## src/rtl/joy_pkg.sv

```systemverilog
// Shared constants for the DB15 joystick link: word geometry and button bit positions.
// Shared by the DB15 reader and by joy_db15_tx.
package joy_pkg;

    localparam int JOY_DB15_WIDTH   = 16;
    localparam int JOY_DB15_PLAYERS = 2;

    // Button bit positions within one player word (active-high at the core side).
    localparam int JOY_BIT_RIGHT = 0;
    localparam int JOY_BIT_LEFT  = 1;
    localparam int JOY_BIT_DOWN  = 2;
    localparam int JOY_BIT_UP    = 3;
    localparam int JOY_BIT_A     = 4;
    localparam int JOY_BIT_B     = 5;
    localparam int JOY_BIT_C     = 6;
    localparam int JOY_BIT_D     = 7;
    localparam int JOY_BIT_E     = 8;
    localparam int JOY_BIT_F     = 9;
    localparam int JOY_BIT_START = 10;
    localparam int JOY_BIT_LBTN  = 11;

    function automatic logic maj3(input logic a, input logic b, input logic c);
        return (a & b) | (a & c) | (b & c);
    endfunction

endpackage

```

## src/rtl/joy_sync.sv

```systemverilog
// Conditions one asynchronous strobe: 2-flop synchronizer, optional 3-sample majority
// filter (JOY_DB15_TX_FILTER_EN), and registered edge detect.
module joy_sync
    import joy_pkg::*;
#(
    parameter logic RESET_VAL = 1'b0
) (
    input  logic clk_sys,
    input  logic reset,
    input  logic din,
    output logic level,
    output logic rise,
    output logic fall
);

    logic s1_q, s1_d;
    logic s2_q, s2_d;
    logic prev_q, prev_d;
    logic rise_q, rise_d;
    logic fall_q, fall_d;
    logic lvl;

`ifdef JOY_DB15_TX_FILTER_EN
    logic h1_q, h1_d;
    logic h2_q, h2_d;
    logic maj_q, maj_d;

    always_comb begin
        h1_d  = s2_q;
        h2_d  = h1_q;
        maj_d = maj3(s2_q, h1_q, h2_q);
    end

    always_ff @(posedge clk_sys) begin
        if (reset) begin
            h1_q  <= RESET_VAL;
            h2_q  <= RESET_VAL;
            maj_q <= RESET_VAL;
        end else begin
            h1_q  <= h1_d;
            h2_q  <= h2_d;
            maj_q <= maj_d;
        end
    end

    assign lvl = maj_q;
`else
    assign lvl = s2_q;
`endif

    always_comb begin
        s1_d   = din;
        s2_d   = s1_q;
        prev_d = lvl;
        rise_d = lvl & ~prev_q;
        fall_d = ~lvl & prev_q;
    end

    always_ff @(posedge clk_sys) begin
        if (reset) begin
            s1_q   <= RESET_VAL;
            s2_q   <= RESET_VAL;
            prev_q <= RESET_VAL;
            rise_q <= 1'b0;
            fall_q <= 1'b0;
        end else begin
            s1_q   <= s1_d;
            s2_q   <= s2_d;
            prev_q <= prev_d;
            rise_q <= rise_d;
            fall_q <= fall_d;
        end
    end

    assign level = lvl;
    assign rise  = rise_q;
    assign fall  = fall_q;

endmodule

```

## src/rtl/joy_db15_tx.sv

```systemverilog
// DB15 adapter-side responder: loads {~joy2, ~joy1} while load is low and shifts it out
// LSB first on conditioned clk rising edges. JOY_DB15_TX_FILTER_EN adds glitch filtering.
module joy_db15_tx
    import joy_pkg::*;
#(
    parameter int WIDTH   = JOY_DB15_WIDTH,
    parameter int PLAYERS = JOY_DB15_PLAYERS,
    localparam int FRAME  = WIDTH * PLAYERS,
    localparam int CNT_W  = $clog2(FRAME + 1)
) (
    input  logic             clk_sys,
    input  logic             reset,
    input  logic [WIDTH-1:0] joy1,
    input  logic [WIDTH-1:0] joy2,
    input  logic             joy_clk,
    input  logic             joy_load,
    output logic             joy_data,
    output logic [CNT_W-1:0] bit_cnt,
    output logic             frame_done
);

    localparam logic [CNT_W-1:0] FRAME_CNT = CNT_W'(FRAME);
    localparam logic [CNT_W-1:0] LAST_CNT  = CNT_W'(FRAME - 1);

    logic load_level, clk_rise;
    logic unused_clk_level, unused_clk_fall, unused_load_rise, unused_load_fall;

    joy_sync #(.RESET_VAL(1'b0)) u_clk_sync (
        .clk_sys (clk_sys),
        .reset   (reset),
        .din     (joy_clk),
        .level   (unused_clk_level),
        .rise    (clk_rise),
        .fall    (unused_clk_fall)
    );

    joy_sync #(.RESET_VAL(1'b1)) u_load_sync (
        .clk_sys (clk_sys),
        .reset   (reset),
        .din     (joy_load),
        .level   (load_level),
        .rise    (unused_load_rise),
        .fall    (unused_load_fall)
    );

    logic [FRAME-1:0] sr_q, sr_d;
    logic [CNT_W-1:0] cnt_q, cnt_d;
    logic             done_q, done_d;

    // Load is level-sensitive and dominates; once the frame is exhausted shifts are dropped.
    always_comb begin
        sr_d   = sr_q;
        cnt_d  = cnt_q;
        done_d = 1'b0;
        if (!load_level) begin
            sr_d  = {~joy2, ~joy1};
            cnt_d = '0;
        end else if (clk_rise && (cnt_q != FRAME_CNT)) begin
            sr_d   = {1'b1, sr_q[FRAME-1:1]};
            cnt_d  = cnt_q + CNT_W'(1);
            done_d = (cnt_q == LAST_CNT);
        end
    end

    always_ff @(posedge clk_sys) begin
        if (reset) begin
            sr_q   <= '1;
            cnt_q  <= '0;
            done_q <= 1'b0;
        end else begin
            sr_q   <= sr_d;
            cnt_q  <= cnt_d;
            done_q <= done_d;
        end
    end

    assign joy_data   = sr_q[0];
    assign bit_cnt    = cnt_q;
    assign frame_done = done_q;

endmodule

```

## config.mk

```make
export PLATFORM = sky130hd
export DESIGN_NAME = joy_db15_tx
export DESIGN_NICKNAME = d
export VERILOG_FILES = /design/src/rtl/joy_pkg.sv /design/src/rtl/joy_sync.sv /design/src/rtl/joy_db15_tx.sv
export SDC_FILE = /design/constraint.sdc
export NUM_CORES = 1
export LEC_CHECK = 0
export CAP_MARGIN = 0
export CORE_ASPECT_RATIO = 2
export CORE_MARGIN = 2
export CORE_UTILIZATION = 50
export DETAILED_ROUTE_END_ITERATION = 8
export GPL_ROUTABILITY_DRIVEN = 0
export PLACE_DENSITY = 0.79
export SETUP_SLACK_MARGIN = 0.15
export SYNTH_ARGS = -nofsm -noshare
export SYNTH_HDL_FRONTEND = slang
export SYNTH_HIERARCHICAL = 1
export SYNTH_SLANG_ARGS = --single-unit
export TNS_END_PERCENT = 20
```

## constraint.sdc

```tcl
create_clock -name clk_sys -period 2.25 [get_ports clk_sys]
set_input_delay 0.45 -clock clk_sys [delete_from_list [all_inputs] [get_ports clk_sys]]
set_output_delay 0.45 -clock clk_sys [all_outputs]
set_load 0.1 [all_outputs]
```

==> results_dict.tcl, run 1 <==
set metrics [dict create \
    worstPathMaxFanout 34 \
    n_antenna_cell 0 \
    dpl-instance-area_sq_um 2460 \
    clockBufferDepth 2 \
    slowest_stage "or3b_4" \
    clock-skew-final_ps 6.196 \
    die_w_um 48.48 \
    drt_iter0_markers 20 \
    min_path_type "reg2reg" \
    rsz0062_at_grt "false" \
    hpwl_um 2557 \
    cts_buffers 5 \
    path_cells "or3b_4 > o21ai_4 > buf_12 > mux2_2 > a211o_1" \
    cellLeakagePower_nw 1.001 \
    slew_viol_final 0 \
    grt_pass1_vias 1358 \
    hold-path-endpoint "u_clk_sync/rise" \
    via_per_inst 5.205 \
    worstMarginPinSlew_ps 410.2 \
    max-slew-margin-rel_pct 72.66 \
    final_core_util_pct 67.48 \
    grt_use_total_pct 18.02 \
    timing_hold_violations_final 0 \
    clockRootBuffer "clkbuf_8" \
    antenna_found_initial 0 \
    tritoncts "built" \
    cp-end-kind "flip-flop" \
    hp-start "u_clk_sync/prev_q" \
    first_pass_iters 4 \
    grt-ovfl-total 0 \
    placedCellCount 275 \
    r2r_end "sr_q[15]" \
    area_growth_pct 31.12 \
    fin_cells 283 \
    largest_register_ff_count 32 \
    setup-violations-final 0 \
    ios 44 \
    grt_max_degree 39 \
    r2r_start "bit_cnt[2]" \
    clock-sinks 45 \
    die_area_sq_um 4506 \
    maxCapViolations 0 \
    cts.repair.resized 0 \
    htree_levels 2 \
    ir_worst_vdd_v 0.0005772 \
    core_area_sq_um 3844 \
    port_buffers 43 \
    remaining_drc_errors 0 \
    die_h_um 92.95 \
    ant_nets 0 \
    status "finished clean" \
    syn_area_per_cell_sq_um 10.36 \
    largest_register "sr_q" \
    ctsHoldBuffers 0 \
    yosysWarnings 6 \
    grt_pass1_wl_um 6265 \
    min_path_cells 1 \
    fin_area_sq_um 2594 \
    powerDensity_nw_per_um2 672.3 \
    cp.arrival_ps 2160 \
    post_cts_buffers 0 \
    nFillCells 323 \
    drive_gt1_share_pct 27.59 \
    path_clk_slew_ps 80 \
    crit_type "reg2reg" \
    tns_ps 0 \
    clkLatencyLatePin_ps 290 \
    slowest_delay_ps 410 \
    cp-start-kind "flip-flop" \
    final_nets 269 \
    period_share_pct 87.97 \
    rr_worst_depth 5 \
    rows 32 \
    fin_crit_ps 1979 \
    syn-cell-area_sq_um 1978 \
    fmax_ghz 0.5052 \
    cp.required_ps 2440 \
    initial_core_util_pct 51.46 \
    wire_per_inst_um 13.12 \
    drt-total-wl_um 3713 \
    synth_cells 191 \
    postSynthNetCount 229 \
    vias 1473 \
    worst-r2r-setup-slack_ps 270 \
]
## worst max path at each step
stage,startpoint,end,cells after the start
4_1_cts,bit_cnt[2],sr_q[15],5
5_1_grt,bit_cnt[2],sr_q[12],5
3_5_place_dp,bit_cnt[2],sr_q[15],5
2_1_floorplan,bit_cnt[5],sr_q[1],5
6_report,bit_cnt[2],sr_q[15],5
3_3_place_gp,bit_cnt[2],sr_q[25],5
## worst max-delay path, delay by kind of cell (launching register included)
kind	cells	cell delay, ps
AND/OR/NAND/NOR	1	410
flip-flops	1	370
multiplexers	1	370
buffers and inverters	1	230
AO/OA/AOI/OAI	2	490
## layout make-up
class                           count  area, sq um  area share, %
Multi-Input combinational cell    129         1017          39.22
Tap cell                           51        63.81          2.460
Timing Repair Buffer               47        452.9          17.46
Sequential cell                    45        914.6          35.26
Clock inverter                      3        65.06          2.508
Inverter                            3        11.26         0.4342
Clock buffer                        5        68.82          2.653
## layer usage
layer	global-route usage (%)	routed length, um	vias up
li1	-	-	748
met1	19.16	1462	689
met2	32.41	2058	28
met3	3.548	82	8
met4	10.48	110	0
met5	0	0	-
## cell usage in the layout, fill, tap and decap left out, drive strengths merged, types with 4 or more instances in the layout
master,instances
clkbuf,5
buf,12
nor2b,4
dfxtp,45
a211o,31
nor2,37
clkdlybuf4s50,35
mux2,31
## per-stage QoR
| stage | setup WS, ps | power (W) | hold WS (ps) |
|---|---|---|---|
| floorplan | 135.8 | 0.0009773 | 371.4 |
| global route | 196.1 | 0.001822 | 423.0 |
| global placement | 329.8 | 0.001057 | 379.7 |
| finish | 270.6 | 0.001744 | 396.6 |
| CTS | 265.1 | 0.001771 | 398.0 |
| detailed placement | 281.8 | 0.001062 | 385.7 |
## where the power goes
group,switching [W],internal [W]
clock,0.000261,0.000441
sequential,0.0000213,0.000830
combinational,0.0000697,0.000121
No activity file was read; power rests on OpenSTA's default activity.
==> inputs of run 2 (changes only) <==
--- a/config.mk
+++ b/config.mk
@@ -13,6 +13,7 @@
 export GPL_ROUTABILITY_DRIVEN = 0
 export PLACE_DENSITY = 0.79
 export SETUP_SLACK_MARGIN = 0.15
+export SLEW_MARGIN = 20
 export SYNTH_ARGS = -nofsm -noshare
 export SYNTH_HDL_FRONTEND = slang
 export SYNTH_HIERARCHICAL = 1
==> results of run 2 <==
Same layout as run 1: the final DEF is identical, and so are final timing and power.
==> inputs of run 3 (changes only) <==
--- a/config.mk
+++ b/config.mk
@@ -13,7 +13,7 @@
 export GPL_ROUTABILITY_DRIVEN = 0
 export PLACE_DENSITY = 0.79
 export SETUP_SLACK_MARGIN = 0.15
-export SLEW_MARGIN = 20
+export SLEW_MARGIN = 0
 export SYNTH_ARGS = -nofsm -noshare
 export SYNTH_HDL_FRONTEND = slang
 export SYNTH_HIERARCHICAL = 1
==> results of run 3 <==
Same layout as run 1: the final DEF is identical, and so are final timing and power.
